$ cat config.mk
export PLATFORM = sky130hd
export DESIGN_NAME = rtio_time_controller
export DESIGN_NICKNAME = d
export VERILOG_FILES = /design/src/rtl/rtio_time_controller.sv
export SDC_FILE = /design/constraint.sdc
export NUM_CORES = 1
export LEC_CHECK = 0
export ABC_AREA = 1
export CORE_MARGIN = 2
export CORE_UTILIZATION = 45
export DETAILED_ROUTE_END_ITERATION = 16
export GPL_TIMING_DRIVEN = 0
export MAX_ROUTING_LAYER = met4
export PLACE_DENSITY_LB_ADDON = 0.25
export RECOVER_POWER = 50
export SLEW_MARGIN = 20
export SYNTH_ARGS = -nofsm -noshare
export SYNTH_HDL_FRONTEND = slang
export SYNTH_SLANG_ARGS = --single-unit
$ cat constraint.sdc
create_clock -name rtio_clk -period 2.3 [get_ports rtio_clk]
set_input_delay 0.46 -clock rtio_clk [delete_from_list [all_inputs] [get_ports rtio_clk]]
set_output_delay 0.46 -clock rtio_clk [all_outputs]
set_load 0.02 [all_outputs]
$ cat src/rtl/rtio_time_controller.sv
// RTIO timebase: the 64-bit counter and the one-cycle auto_start strobe shared by every RTO core.
// A command port loads a start time, arms a start delay, starts/stops the count and clears sticky errors.
module rtio_time_controller #(
  parameter int COUNTER_WIDTH = 64,
  parameter int DELAY_WIDTH   = 32
) (
  input  logic                     rtio_clk,
  input  logic                     rtio_aresetn,
  input  logic                     cmd_valid,
  output logic                     cmd_ready,
  input  logic [1:0]               cmd_op,
  input  logic [COUNTER_WIDTH-1:0] cmd_value,
  output logic [COUNTER_WIDTH-1:0] counter,
  output logic                     auto_start,
  output logic                     running,
  output logic                     armed,
  output logic                     cmd_error,
  output logic                     overflow
);

  typedef enum logic [1:0] {S_IDLE, S_ARMED, S_RUNNING} state_t;

  localparam logic [1:0] OP_LOAD  = 2'd0;
  localparam logic [1:0] OP_START = 2'd1;
  localparam logic [1:0] OP_STOP  = 2'd2;
  localparam logic [1:0] OP_CLEAR = 2'd3;

  state_t                   r_state;
  state_t                   w_next_state;
  logic [COUNTER_WIDTH-1:0] r_counter;
  logic [COUNTER_WIDTH-1:0] r_load_reg;
  logic [DELAY_WIDTH-1:0]   r_delay_cnt;
  logic                     r_auto_start;
  logic                     r_running;
  logic                     r_armed;
  logic                     r_cmd_error;
  logic                     r_overflow;

  logic [COUNTER_WIDTH-1:0] w_counter_nxt;
  logic [COUNTER_WIDTH-1:0] w_load_nxt;
  logic [DELAY_WIDTH-1:0]   w_delay_nxt;
  logic                     w_auto_nxt;
  logic                     w_error_nxt;
  logic                     w_overflow_nxt;
  logic                     w_accept;
  logic                     w_wrap;

  assign cmd_ready  = (r_state != S_ARMED);
  assign w_accept   = cmd_valid & cmd_ready;
  assign w_wrap     = &r_counter;

  assign counter    = r_counter;
  assign auto_start = r_auto_start;
  assign running    = r_running;
  assign armed      = r_armed;
  assign cmd_error  = r_cmd_error;
  assign overflow   = r_overflow;

  always_ff @(posedge rtio_clk or negedge rtio_aresetn) begin
    if (!rtio_aresetn) begin
      r_state <= S_IDLE;
    end else begin
      r_state <= w_next_state;
    end
  end

  always_comb begin
    w_next_state = r_state;
    case (r_state)
      S_IDLE: begin
        if (w_accept && (cmd_op == OP_START)) begin
          w_next_state = S_ARMED;
        end
      end
      S_ARMED: begin
        if (r_delay_cnt == '0) begin
          w_next_state = S_RUNNING;
        end
      end
      S_RUNNING: begin
        if (w_accept && (cmd_op == OP_STOP)) begin
          w_next_state = S_IDLE;
        end
      end
      default: w_next_state = S_IDLE;
    endcase
  end

  // Wrap detection is applied after command handling so a wrap beats a same-edge CLEAR_ERR.
  always_comb begin
    w_counter_nxt  = r_counter;
    w_load_nxt     = r_load_reg;
    w_delay_nxt    = r_delay_cnt;
    w_auto_nxt     = 1'b0;
    w_error_nxt    = r_cmd_error;
    w_overflow_nxt = r_overflow;
    case (r_state)
      S_IDLE: begin
        if (w_accept) begin
          case (cmd_op)
            OP_LOAD: begin
              w_load_nxt    = cmd_value;
              w_counter_nxt = cmd_value;
            end
            OP_START: begin
              w_delay_nxt   = cmd_value[DELAY_WIDTH-1:0];
              w_counter_nxt = r_load_reg;
            end
            OP_CLEAR: begin
              w_error_nxt    = 1'b0;
              w_overflow_nxt = 1'b0;
            end
            default: ;
          endcase
        end
      end
      S_ARMED: begin
        w_counter_nxt = r_load_reg;
        if (r_delay_cnt == '0) begin
          w_auto_nxt = 1'b1;
        end else begin
          w_delay_nxt = r_delay_cnt - DELAY_WIDTH'(1);
        end
      end
      S_RUNNING: begin
        w_counter_nxt = r_counter + COUNTER_WIDTH'(1);
        if (w_accept) begin
          case (cmd_op)
            OP_LOAD, OP_START: w_error_nxt = 1'b1;
            OP_CLEAR: begin
              w_error_nxt    = 1'b0;
              w_overflow_nxt = 1'b0;
            end
            default: ;
          endcase
        end
        if (w_wrap) begin
          w_overflow_nxt = 1'b1;
        end
      end
      default: ;
    endcase
  end

  always_ff @(posedge rtio_clk or negedge rtio_aresetn) begin
    if (!rtio_aresetn) begin
      r_counter    <= '0;
      r_load_reg   <= '0;
      r_delay_cnt  <= '0;
      r_auto_start <= 1'b0;
      r_running    <= 1'b0;
      r_armed      <= 1'b0;
      r_cmd_error  <= 1'b0;
      r_overflow   <= 1'b0;
    end else begin
      r_counter    <= w_counter_nxt;
      r_load_reg   <= w_load_nxt;
      r_delay_cnt  <= w_delay_nxt;
      r_auto_start <= w_auto_nxt;
      r_running    <= (w_next_state == S_RUNNING);
      r_armed      <= (w_next_state == S_ARMED);
      r_cmd_error  <= w_error_nxt;
      r_overflow   <= w_overflow_nxt;
    end
  end

endmodule

==> results of run 1 <==
==> cell families (layout without fill, tap and decap cells) <==
kind of cell | count (synthesis) | in the layout | share of synthesized area [%]
compound gates | 380 | 380 | 17.3
xor+xnor | 20 | 20 | 1.51
fa+ha+maj | 7 | 7 | 0.754
buf+inv | 272 | 446 | 9.28
flops | 167 | 167 | 36.0
simple gates | 969 | 969 | 35.1
==> final timing paths <==
check / from / endpoint / slack [ps] / cells after the start
min: rtio_aresetn / r_delay_cnt[5] / 490 / 2
max reg2reg: counter[24] / counter[57] / 60 / 10
max in group asynchronous: rtio_aresetn / counter[53] / 280 / 4
max: cmd_op[1] / counter[17] / 7 / 7
min in group rtio_clk: r_load_reg[12] / r_load_reg[12] / 500 / 2
min reg2reg: r_load_reg[12] / r_load_reg[12] / 500 / 2
==> stage by stage <==
step | power, mW | cell area, um2 | std cells | setup WS (ps) | hold WS (ps)
3_3_place_gp | 15.4 | 13400 | 2283 | -6650 | 470
3_5_place_dp | 15.5 | 13500 | 2285 | -519 | 388
2_1_floorplan | 11.5 | 11600 | 1815 | 394 | 164
6_report | 19.1 | 14200 | 2319 | 7.28 | 486
5_1_grt | 20.3 | 14200 | 2319 | -77.8 | 518
4_1_cts | 18.8 | 14200 | 2317 | 0.945 | 490
==> layout by cell type (no fill, tap or decap), types with 24 or more instances in the layout <==
cell type	count
sky130_fd_sc_hd__o211ai_1	24
sky130_fd_sc_hd__nand3_1	133
sky130_fd_sc_hd__o21ai_0	184
sky130_fd_sc_hd__clkbuf_1	29
sky130_fd_sc_hd__clkdlybuf4s50_1	117
sky130_fd_sc_hd__a21oi_1	121
sky130_fd_sc_hd__inv_1	184
sky130_fd_sc_hd__nand4_1	25
sky130_fd_sc_hd__nor2_1	210
sky130_fd_sc_hd__dfrtp_1	162
sky130_fd_sc_hd__nand2_1	537
sky130_fd_sc_hd__o21ai_1	27
==> final cells by class <==
type | count | share of cell area [%]
multi-input combinational | 1376 | 45.2
buffer | 80 | 2.92
timing repair buffer | 143 | 10.1
clock buffer | 17 | 2.99
sequential | 167 | 29.4
tap | 330 | 2.90
inverter | 191 | 5.07
clock inverter | 15 | 1.43
==> critical path: stages <==
cell and delay (ps):
sky130_fd_sc_hd__clkdlybuf4s50_1 560, sky130_fd_sc_hd__nor2_4 360, sky130_fd_sc_hd__clkbuf_1 510, sky130_fd_sc_hd__o21ai_0 150, sky130_fd_sc_hd__o21ai_0 360, sky130_fd_sc_hd__o21bai_1 170
sky130_fd_sc_hd__nand2_1 70
==> routing by layer <==
layer / part of all wire [%] / vias up
met2: 43 / 811
met3: 11 / 110
met1: 42 / 6282
li1: - / 6187
met5: 0 / -
met4: 3.7 / 0
==> power by group through the flow <==
stage          clock, mW  combinational, mW  sequential (mW)
2_1_floorplan          0               5.24             6.24
3_3_place_gp           0               9.23             6.14
3_5_place_dp           0               9.34             6.17
4_1_cts             3.21               9.45             6.14
5_1_grt             3.32               10.6             6.37
6_report            3.23               9.65             6.26
==> repair_timing <==
| item | CTS | global route |
|---|---|---|
| hold endpoints to repair | 47 | 0 |
| buffers inserted | 0 | 2 |
| hold buffers | 1 | 0 |
| pin swaps | 0 | 1 |
| setup endpoints to repair | 64 | 115 |
| resized for setup | 29 | 48 |
==> summary by stage, run 1 <==
Run status
The run finished with clean final reports.

Routing
Dividing the detail-routed wire length by the instance count gives 21.6 um. The number of optimization iterations in the first detailed-route pass is 8. The number of vias in the routed layout is 13400.

Using the TritonRoute via totals, the vias-per-cell ratio works out to 5.77. The total DRC errors in the routed layout is 0. The number of nets still failing antenna checks after routing is 0.

The first routing iteration left 1932 violations. The final wirelength is 50.1 mm.

Timing
The setup skew after layout is 14.8 ps. The final count of pins violating max slew is 0. Setup repair after global routing could not meet its margin everywhere. The maximum operating frequency is 436 MHz. Counting I/O delays and the setup requirement, the final critical path takes 2290 ps. The post-route clock period utilization is 99.7%. The tightest slew margin relative to the limit is 42.9%. The final number of hold-violating endpoints is 0. The transition time of the tightest slew-check pin is 857 ps. The count of endpoints failing setup in the final report is 0.

In the final timing run, aggregate negative setup slack is 0 ps.

Power
Summed over all nets, the switching power comes to 9.59 mW. The combinational share of power is 50.4%. The internal power of the cells is 9.54 mW.

Power spread over the standard cell area amounts to 1340 nW/um2. The highest ir drop seen on vdd is 0.000585 V. The clock share of power is 16.9%.

In this run the static leakage power is 6.47 nW. Per report_power, the sequential group accounts for 32.7% of the total. The switching power share of the total is 50.1%.

Critical path
The critical path in this run is classified as primary input to flop. The startpoint class of the critical path is a primary input. The worst path arrival time is 2630 ps.

Of all nets on the critical path, the largest fanout is 10. At the worst endpoint, the required time is 2640 ps. The worst setup path is captured at a flop.

Global routing
The met3 track utilization from global routing is 7.73%. The number of global-route vias before repair is 12100. The maximum number of pins on one net before global-route repair is 69. For this run, global-route usage on met2 was measured as 54.9%.

The fraction of met1 tracks used by global routing is 54.0%. The layer carrying the most global-route usage is met2. The first global-routing pass estimated 74.2 mm of wire. The initial antenna violation count is 0. After global routing the overflow that remains totals 0. The all-layer global routing usage is 38.3%.

Die
The floorplan step set the die height to 165 um. Once the floorplan was initialized, standard cells occupied 46.0% of the core. The full die area is 27100 um2. The region available for standard cell placement spans 25300 um2. Row generation in the floorplan step produced 58 rows. The die is 165 um wide.

For this design the top-level I/O count stands at 139.

Layout
The area occupied by registers is 4190 um2. Fill cells in the final layout number 2539. The utilization after layout is 56.3%. The repair_antennas step left the layout with diodes totalling 0.

The synthesis-to-layout area growth is 22.4%. In the final design database the tool counted 2052 nets. The multi-input combinational cells in the finished layout cover a total of 6420 um2. The share of post-route cells with drive strength above 1 is 7.44%.

Yosys
The commonest cells after synthesis are sky130_fd_sc_hd__nand2_1 (538), sky130_fd_sc_hd__nor2_1 (217), sky130_fd_sc_hd__o21ai_0 (186). The combined area of all synthesized cells is 11600 um2. Of all flip-flops after synthesis, the portion carrying an async set or reset was 100%.

The flip-flop cell with the highest count after synthesis is sky130_fd_sc_hd__dfrtp_1. The number of distinct library cells after synthesis is 39. The number of nets in the synthesized netlist is 1891. Yosys mapped a number of flops with a built-in enable equal to 0. After synthesis the netlist holds a flip-flop and latch count of 167. The most area-hungry cell type in the Yosys netlist is sky130_fd_sc_hd__dfrtp_1. After synthesis, the cell types taking the most area are sky130_fd_sc_hd__dfrtp_1 (36%), sky130_fd_sc_hd__nand2_1 (17%), sky130_fd_sc_hd__o21ai_0 (8.0%).

The number of synthesis warnings is 0. The cell count after synthesis came out at 1815. The most common cell in the synthesized netlist is sky130_fd_sc_hd__nand2_1. The portion of synthesized cell area occupied by the leading cell type is 36.0%. The register area share after synthesis is 36.0%. Averaged over all synthesized cells, the footprint is 6.40 um2.

Place
The total half-perimeter wirelength after legalization and detailed placement is 39.3 mm. The routability congestion estimate from global placement is 1.02. The number of buffer cells added on primary ports is 138.

Clock network
TritonCTS built the clock tree. The sink count of the clock tree is 167. Clock-pin slew was measured on the worst setup and hold paths at 80 ps. The CTS root buffer is sky130_fd_sc_hd__clkbuf_16. Clock latency on the worst-skew pair, taken at its later pin, is 440 ps.

TritonCTS created 17 clock buffers. The buffer depth of the longest clock path is 2. The H-tree depth is 4.

Job
The tool flagged a number of max-cap violations equal to 0.

Worst hold path
The worst hold path belongs to the class primary input to async pin.
No activity file was read; power rests on OpenSTA's default activity.
==> inputs of run 2 (changes only) <==
- clock period: 2.3 -> 2.2 ns (I/O delays scaled with it)
==> run 2 against run 1 <==
  * Routed wire length increased by 0.73%
  * Register-to-register slack hardly changed
  * Design area grew 1.5%
  * Final cell count rose by 0.39%
  * Sequential power grew 5.0%
  * Clock skew down 1.8 ps
  * Flip-flop and latch count did not move
  * Core utilization is 0.87 points higher
  * Clock-buffer cell count unchanged
  * Sequential share of layout area fell by 0.36 points
  * Power is 5.5% higher
  * Critical endpoint is now counter[41]
  * Largest cell class unchanged
  * Highest routed layer unchanged
==> summary by stage, run 2 (same netlist as run 1, synthesis figures left out) <==
Run status
The run finished with clean final reports.

Clock network
The sink count of the clock tree was 167 (unchanged). The tree is rooted in a sky130_fd_sc_hd__clkbuf_16. The H-tree depth is 4 (unchanged).

The post-CTS clock slew at the launch and capture registers of the worst setup and hold paths came to 80 ps (about the same). The total clock buffers created by CTS was 17 (unchanged). The TritonCTS clock tree is done.

The source-to-sink clock delay at the later pin of the worst-skew pair came to 450 ps (about the same). The buffer depth of the longest clock path is 2 (unchanged).

Place
The number of buffer cells added on primary ports is 138 (unchanged). The routability congestion estimate from global placement is 1.02 (unchanged). The cell total after placement came to 2285 (unchanged). The total half-perimeter wirelength after legalization and detailed placement was 39.3 mm (unchanged).

Die
The overall die height was 165 um (unchanged). The width of the die came to 165 um (unchanged). The placement row count is 58 (unchanged). The I/O pin count is 139 (unchanged). The initial core utilization is 46.0% (unchanged). The core footprint is 25300 um2 (unchanged).

The full die area is 27100 um2 (unchanged).

Critical path
The slack of the worst reg-to-reg path is 60 ps (about the same). The endpoint of the lowest-slack register-to-register path is counter[43]. The number of cells on the worst reg-to-reg path came to 11 (+1). The endpoint required time on the critical path is 1760 ps (-880 ps). The critical path class is flop to output port. The critical path's top delay family is buffers and inverters. Traced cell by cell, the critical path runs through clkdlybuf4s50_1. The highest cell delay on the worst timing path is 690 ps (+130 ps). The largest fanout on the critical path came to 6 (-4).

The worst path arrival time is 1720 ps (-910 ps). The worst setup path is captured at an output port. The worst setup path is launched from a flop.

The library cell contributing the largest single delay on the critical path is sky130_fd_sc_hd__clkdlybuf4s50_1. The total stage count of the critical path is 1 (-6). The startpoint of the worst register-to-register path is counter[8].

The count of buffering cells on the critical path with inverters included is 1 (-1).

Layout
The total inserted antenna cells is 0 (unchanged). The share of post-route cells with drive strength above 1 is 9.41% (+2.0 points). From synthesis to final layout, the design area changed by 24.3%. The total area of multi-input combinational cells is 6530 um2 (+1.7%). The library cells used most frequently in the layout, excluding fill and tap cells, are sky130_fd_sc_hd__nand2_1 (533), sky130_fd_sc_hd__nor2_1 (205), sky130_fd_sc_hd__o21ai_0 (185).

The area occupied by registers is 4200 um2 (+0.30%). The layout filler cell count came to 2521 (-0.71%). The final cell count without fillers is 2328 (+0.39%). The most common cell after layout, fill and taps aside is sky130_fd_sc_hd__nand2_1. The layout net count is 2061 (+0.44%).

Routing
The post-detailed-route via-to-cell ratio is 5.80 (+0.50%). The number of optimization iterations in the first detailed-route pass is 9 (+1). The number of vias in the routed layout is 13500 (+0.89%).

The number of DRC markers in iteration 0 was 1907 (-1.3%). The final wirelength is 50.5 mm (+0.73%). The number of nets still failing antenna checks after routing is 0 (unchanged). The total DRC errors in the routed layout is 0 (unchanged). The average wire per cell in the routed design came to 21.7 um (+0.34%).

Power
The sequential fraction of design power came to 32.5% (-0.2 points). The leakage power is 6.59 nW (+1.8%). The internal power of the cells is 10.1 mW (+5.5%).

The final total power is 20.2 mW (+5.5%). The combinational share of power is 50.8% (+0.4 points). The highest ir drop seen on vdd came to 0.000619 V (+5.8%).

The clock share of power is 16.7% (-0.2 points). The switching power share of the total came to 50.1% (about the same). The switching power of the nets is 10.1 mW (+5.6%). The power density over cell area was 1400 nW/um2 (+3.9%).

Global routing
The global-route wire length before repair is 74.4 mm (+0.26%). The total congestion overflow is 0 (unchanged). The maximum number of pins on one net before global-route repair came to 69 (unchanged).

The all-layer global routing usage is 38.4% (+0.078 points). The number of global-route vias before repair is 12100 (+0.22%). The initial antenna violation count is 0 (unchanged).

Timing
The tightest slew margin relative to the limit was 51.7% (+8.9 points). The worst hold margin is 469 ps (-16.7 ps). The transition time of the tightest slew-check pin was 724 ps (-133 ps).

The setup skew after layout came to 13.0 ps (-1.81 ps). The count of endpoints failing setup in the final report is 0 (unchanged). The final count of pins violating max slew is 0 (unchanged). Setup repair after global routing could not meet its margin everywhere. The maximum operating frequency is 463 MHz. The final number of hold-violating endpoints is 0 (unchanged). For the finished layout, the period the worst path requires is 2160 ps. The post-route clock period utilization is 98.2%.

Job
The number of max-capacitance violations reported is 0 (unchanged).

Worst hold path
The path class of the tightest hold or removal check is primary input to async pin.
## run 2: per-stage QoR
step | utilization, % | area [um2] | setup slack, ps | TNS (ps)
after floorplan | - | 11600 | 294 | 0
after global placement | 53.1 | 13400 | -6730 | -1159200
after detailed placement | 53.4 | 13500 | -599 | -41190
after CTS | 56.3 | 14200 | 1.15 | 0
after global routing | 57.2 | 14400 | -55.2 | -64.9
final | 57.2 | 14400 | 39.2 | 0
## run 2: power by group through the flow
stage / combinational, mW / sequential [mW] / clock [mW]
2_1_floorplan: 5.48 / 6.52 / 0
3_3_place_gp: 9.65 / 6.42 / 0
3_5_place_dp: 9.77 / 6.45 / 0
4_1_cts: 9.91 / 6.42 / 3.36
5_1_grt: 11.2 / 6.68 / 3.47
6_report: 10.2 / 6.57 / 3.37
## run 2: per-layer routing
metal  routed length, um  GRT usage, %
met1               21000          54.2
met2               21800          55.0
met3                5940          7.79
met4                1730          13.1
met5                   0             -
## run 2: timing repair
action | 4_1_cts | 5_1_grt
setup endpoints to repair | 82 | 122
pin swaps | 1 | 4
cloned | 0 | 0
buffers inserted | 2 | 9
gates resized for setup | 44 | 80
endpoints found under the hold margin | 47 | 0
hold buffers | 1 | 0
## run 2: cell type report
class                      instances  area share, %
multi-input combinational       1376           45.2
sequential                       167           29.1
timing repair buffer             152           10.5
inverter                         191           5.03
buffer                            80           2.95
clock buffer                      17           2.94
tap                              330           2.86
clock inverter                    15           1.41
## run 2: how the worst max path moves through the flow
| stage | slack, ps | startpoint | end |
|---|---|---|---|
| finish | 40 | counter[41] | counter[41] |
| detailed placement | -600 | cmd_op[1] | counter[3] |
| CTS | 1 | r_state[0] | counter[51] |
| global route | -60 | counter[1] | counter[46] |
| floorplan | 290 | r_state[0] | counter[21] |
| global placement | -6730 | rtio_aresetn | counter[59] |
==> inputs of run 3 (changes only) <==
- CORE_UTILIZATION: 45 -> 30
- MAX_ROUTING_LAYER: met4 -> not set
==> run 3 against run 2 <==
  * Maximum frequency fell by 4.0%
  * Critical path type is now flop to flop
  * The run now ends with negative setup slack left
  * Sequential power rose by 2%
  * Worst hold slack got worse by 210 ps
==> summary by stage, run 3 (same netlist as run 1, synthesis figures left out) <==
Clock network
The H-tree depth is 4 (unchanged). The sink count of the clock tree came to 167 (unchanged). The post-cts hold buffer count is 0 (-1). The source-to-sink clock delay at the later pin of the worst-skew pair is 450 ps (about the same). The post-CTS clock slew at the launch and capture registers of the worst setup and hold paths is 80 ps (about the same). The CTS root buffer is sky130_fd_sc_hd__clkbuf_16. The total clock buffers created by CTS came to 17 (unchanged).

The TritonCTS clock tree is done. The buffer depth of the longest clock path came to 2 (unchanged).

Die
The I/O pin count is 139 (unchanged). The core footprint is 38500 um2 (+52%). The placement row count was 72 (+24%). The width of the die came to 201 um (+22%). The full die area is 40300 um2 (+49%). The initial core utilization came to 30.2% (-16 points). The overall die height came to 201 um (+22%).

Run status
The final reports fail on negative setup slack. The run finished, with violations left.

Routing
The post-detailed-route via-to-cell ratio is 5.22 (-10%). The number of optimization iterations in the first detailed-route pass is 7 (-2). The number of DRC markers in iteration 0 is 1345 (-29%). The number of vias in the routed layout was 13100 (-3.1%).

The average wire per cell in the routed design came to 20.8 um (-4.3%). The number of nets still failing antenna checks after routing was 0 (unchanged). The final wirelength is 52.0 mm (+3.1%).

The total DRC errors in the routed layout came to 0 (unchanged).

Timing
The final count of pins violating max slew was 0 (unchanged). The maximum operating frequency is 444 MHz (-4.0%). The transition time of the tightest slew-check pin is 1200 ps (+473 ps). The count of endpoints failing setup in the final report came to 2 (+2). The final critical path time including I/O delays and setup is 2250 ps (+89.8 ps). The worst hold margin is 257 ps (-212 ps). The final number of hold-violating endpoints is 0 (unchanged). The tightest slew margin relative to the limit is 20.2% (-32 points).

The post-route worst setup slack is -50.6 ps (-89.8 ps). Setup repair after global routing could not meet its margin everywhere. The final sum of negative setup slack is -57.6 ps (-57.6 ps).

The setup skew after layout is 14.6 ps (+1.64 ps). The post-route clock period utilization came to 102% (+4.1 points).

Critical path
The worst setup path is captured at a flop. The endpoint required time on the critical path was 2580 ps (+820 ps). The cell repeated most along the worst path is sky130_fd_sc_hd__nand2_1.

The startpoint of the worst register-to-register path is r_state[1]. The critical path is of the flop to flop type. The critical path launch point is r_state[1]. The highest cell delay on the worst timing path is 620 ps (-70 ps).

The largest fanout on the critical path came to 10 (+4). The worst path arrival time is 2640 ps (+920 ps). The startpoint class of the critical path is a flop. Walking the worst path, the cells encountered are inv_1 -> ha_2 -> buf_6 -> buf_4 -> clkbuf_1 -> a21oi_1 -> nand2_1 -> nand3_1 -> nand2_1. The count of buffering cells on the critical path with inverters included was 4 (+3).

On the critical path the largest part of the delay comes from buffers and inverters. The library cell contributing the largest single delay on the critical path is sky130_fd_sc_hd__clkbuf_1.

Global routing
The total congestion overflow is 0 (unchanged). met2 is the most crowded layer. The maximum number of pins on one net before global-route repair came to 92 (+33%).

The number of global-route vias before repair came to 12500 (+3.7%). The met2 track utilization from global routing is 40.3% (-15 points). The global-route wire length before repair is 77.6 mm (+4.4%). The fraction of met1 tracks used by global routing came to 35.7% (-18 points). The initial antenna violation count is 0 (unchanged). The all-layer global routing usage is 25.6% (-13 points). The met3 track utilization from global routing is 4.20% (-3.6 points).

Layout
The library cell used most frequently in the layout, excluding fill and tap cells, is sky130_fd_sc_hd__nand2_1. The utilization after layout is 37.7% (-20 points). The layout net count is 2051 (-0.49%). The final non-filler cell area is 14500 um2 (+0.36%). Relative to the synthesized area, the layout overhead comes to 24.8%. The final cell count without fillers is 2506 (+7.6%). The share of post-route cells with drive strength above 1 is 8.70% (-0.71 points). In the layout the commonest cells are sky130_fd_sc_hd__nand2_1 (537), sky130_fd_sc_hd__nor2_1 (205), sky130_fd_sc_hd__o21ai_0 (185).

The total inserted antenna cells is 0 (unchanged).

Power
The power density over cell area was 1380 nW/um2 (-1.0%). The final total power was 20.1 mW (-0.67%). The leakage power was 6.44 nW (-2.2%). The highest ir drop seen on vdd was 0.000714 V (+15%).

Place
The placement-stage cell area is 13700 um2 (+1.5%). The routability congestion estimate from global placement is 0.947 (-7.2%). The cell total after placement came to 2472 (+8.2%). The post-placement worst setup slack is -563 ps (+35.5 ps). The total half-perimeter wirelength after legalization and detailed placement is 40.6 mm (+3.5%). The number of buffer cells added on primary ports was 138 (unchanged).

Worst hold path
The worst hold-check path type is primary input to async pin.

Job
The number of max-capacitance violations reported is 0 (unchanged).
-- run 3: cell count changes in the layout (fill, tap and decap cells not counted), sizes merged --
cell	before	now
dlymetal6s2s	1	0
inv	201	191
clkbuf	70	74
clkinvlp	1	0
clkinv	1	9
clkdlybuf4s50	117	136
dlygate4sd3	19	0
buf	42	32
-- run 3: timing repair --
action,in CTS,in global routing
setup buffers,2,1
pin swaps,1,0
gates cloned,0,0
resized for setup,40,88
endpoints found under the setup margin,91,144
-- run 3: final cells by class --
type	count	area [um2]
buffer	80	455
clock buffer	20	437
clock inverter	12	154
fill	4193	24000
inverter	191	722
multi-input combinational	1376	6480
sequential	167	4190
tap	518	648
timing repair buffer	142	1410
-- run 3: layer usage --
metal,part of all wire (%),up-vias
li1,-,6211
met5,0,-
met3,8.1,79
met2,45,592
met4,3.0,0
met1,44,6210
-- run 3: final timing paths --
check                           slack (ps)  cells after the start           to
min in group rtio_clk                  500                      2    cmd_error
worst max-delay path                   -50                      9  counter[18]
max in group asynchronous              420                      2  counter[37]
worst min-delay path                   260                      1  counter[63]
worst min register to register         500                      2    cmd_error
worst max register to register         -50                      9  counter[18]
-- run 3: where the power goes --
group	switching, mW	total (mW)	internal [mW]
Combinational	6.49	10.2	3.67
Clock	1.43	3.22	1.79
Sequential	2.09	6.68	4.60
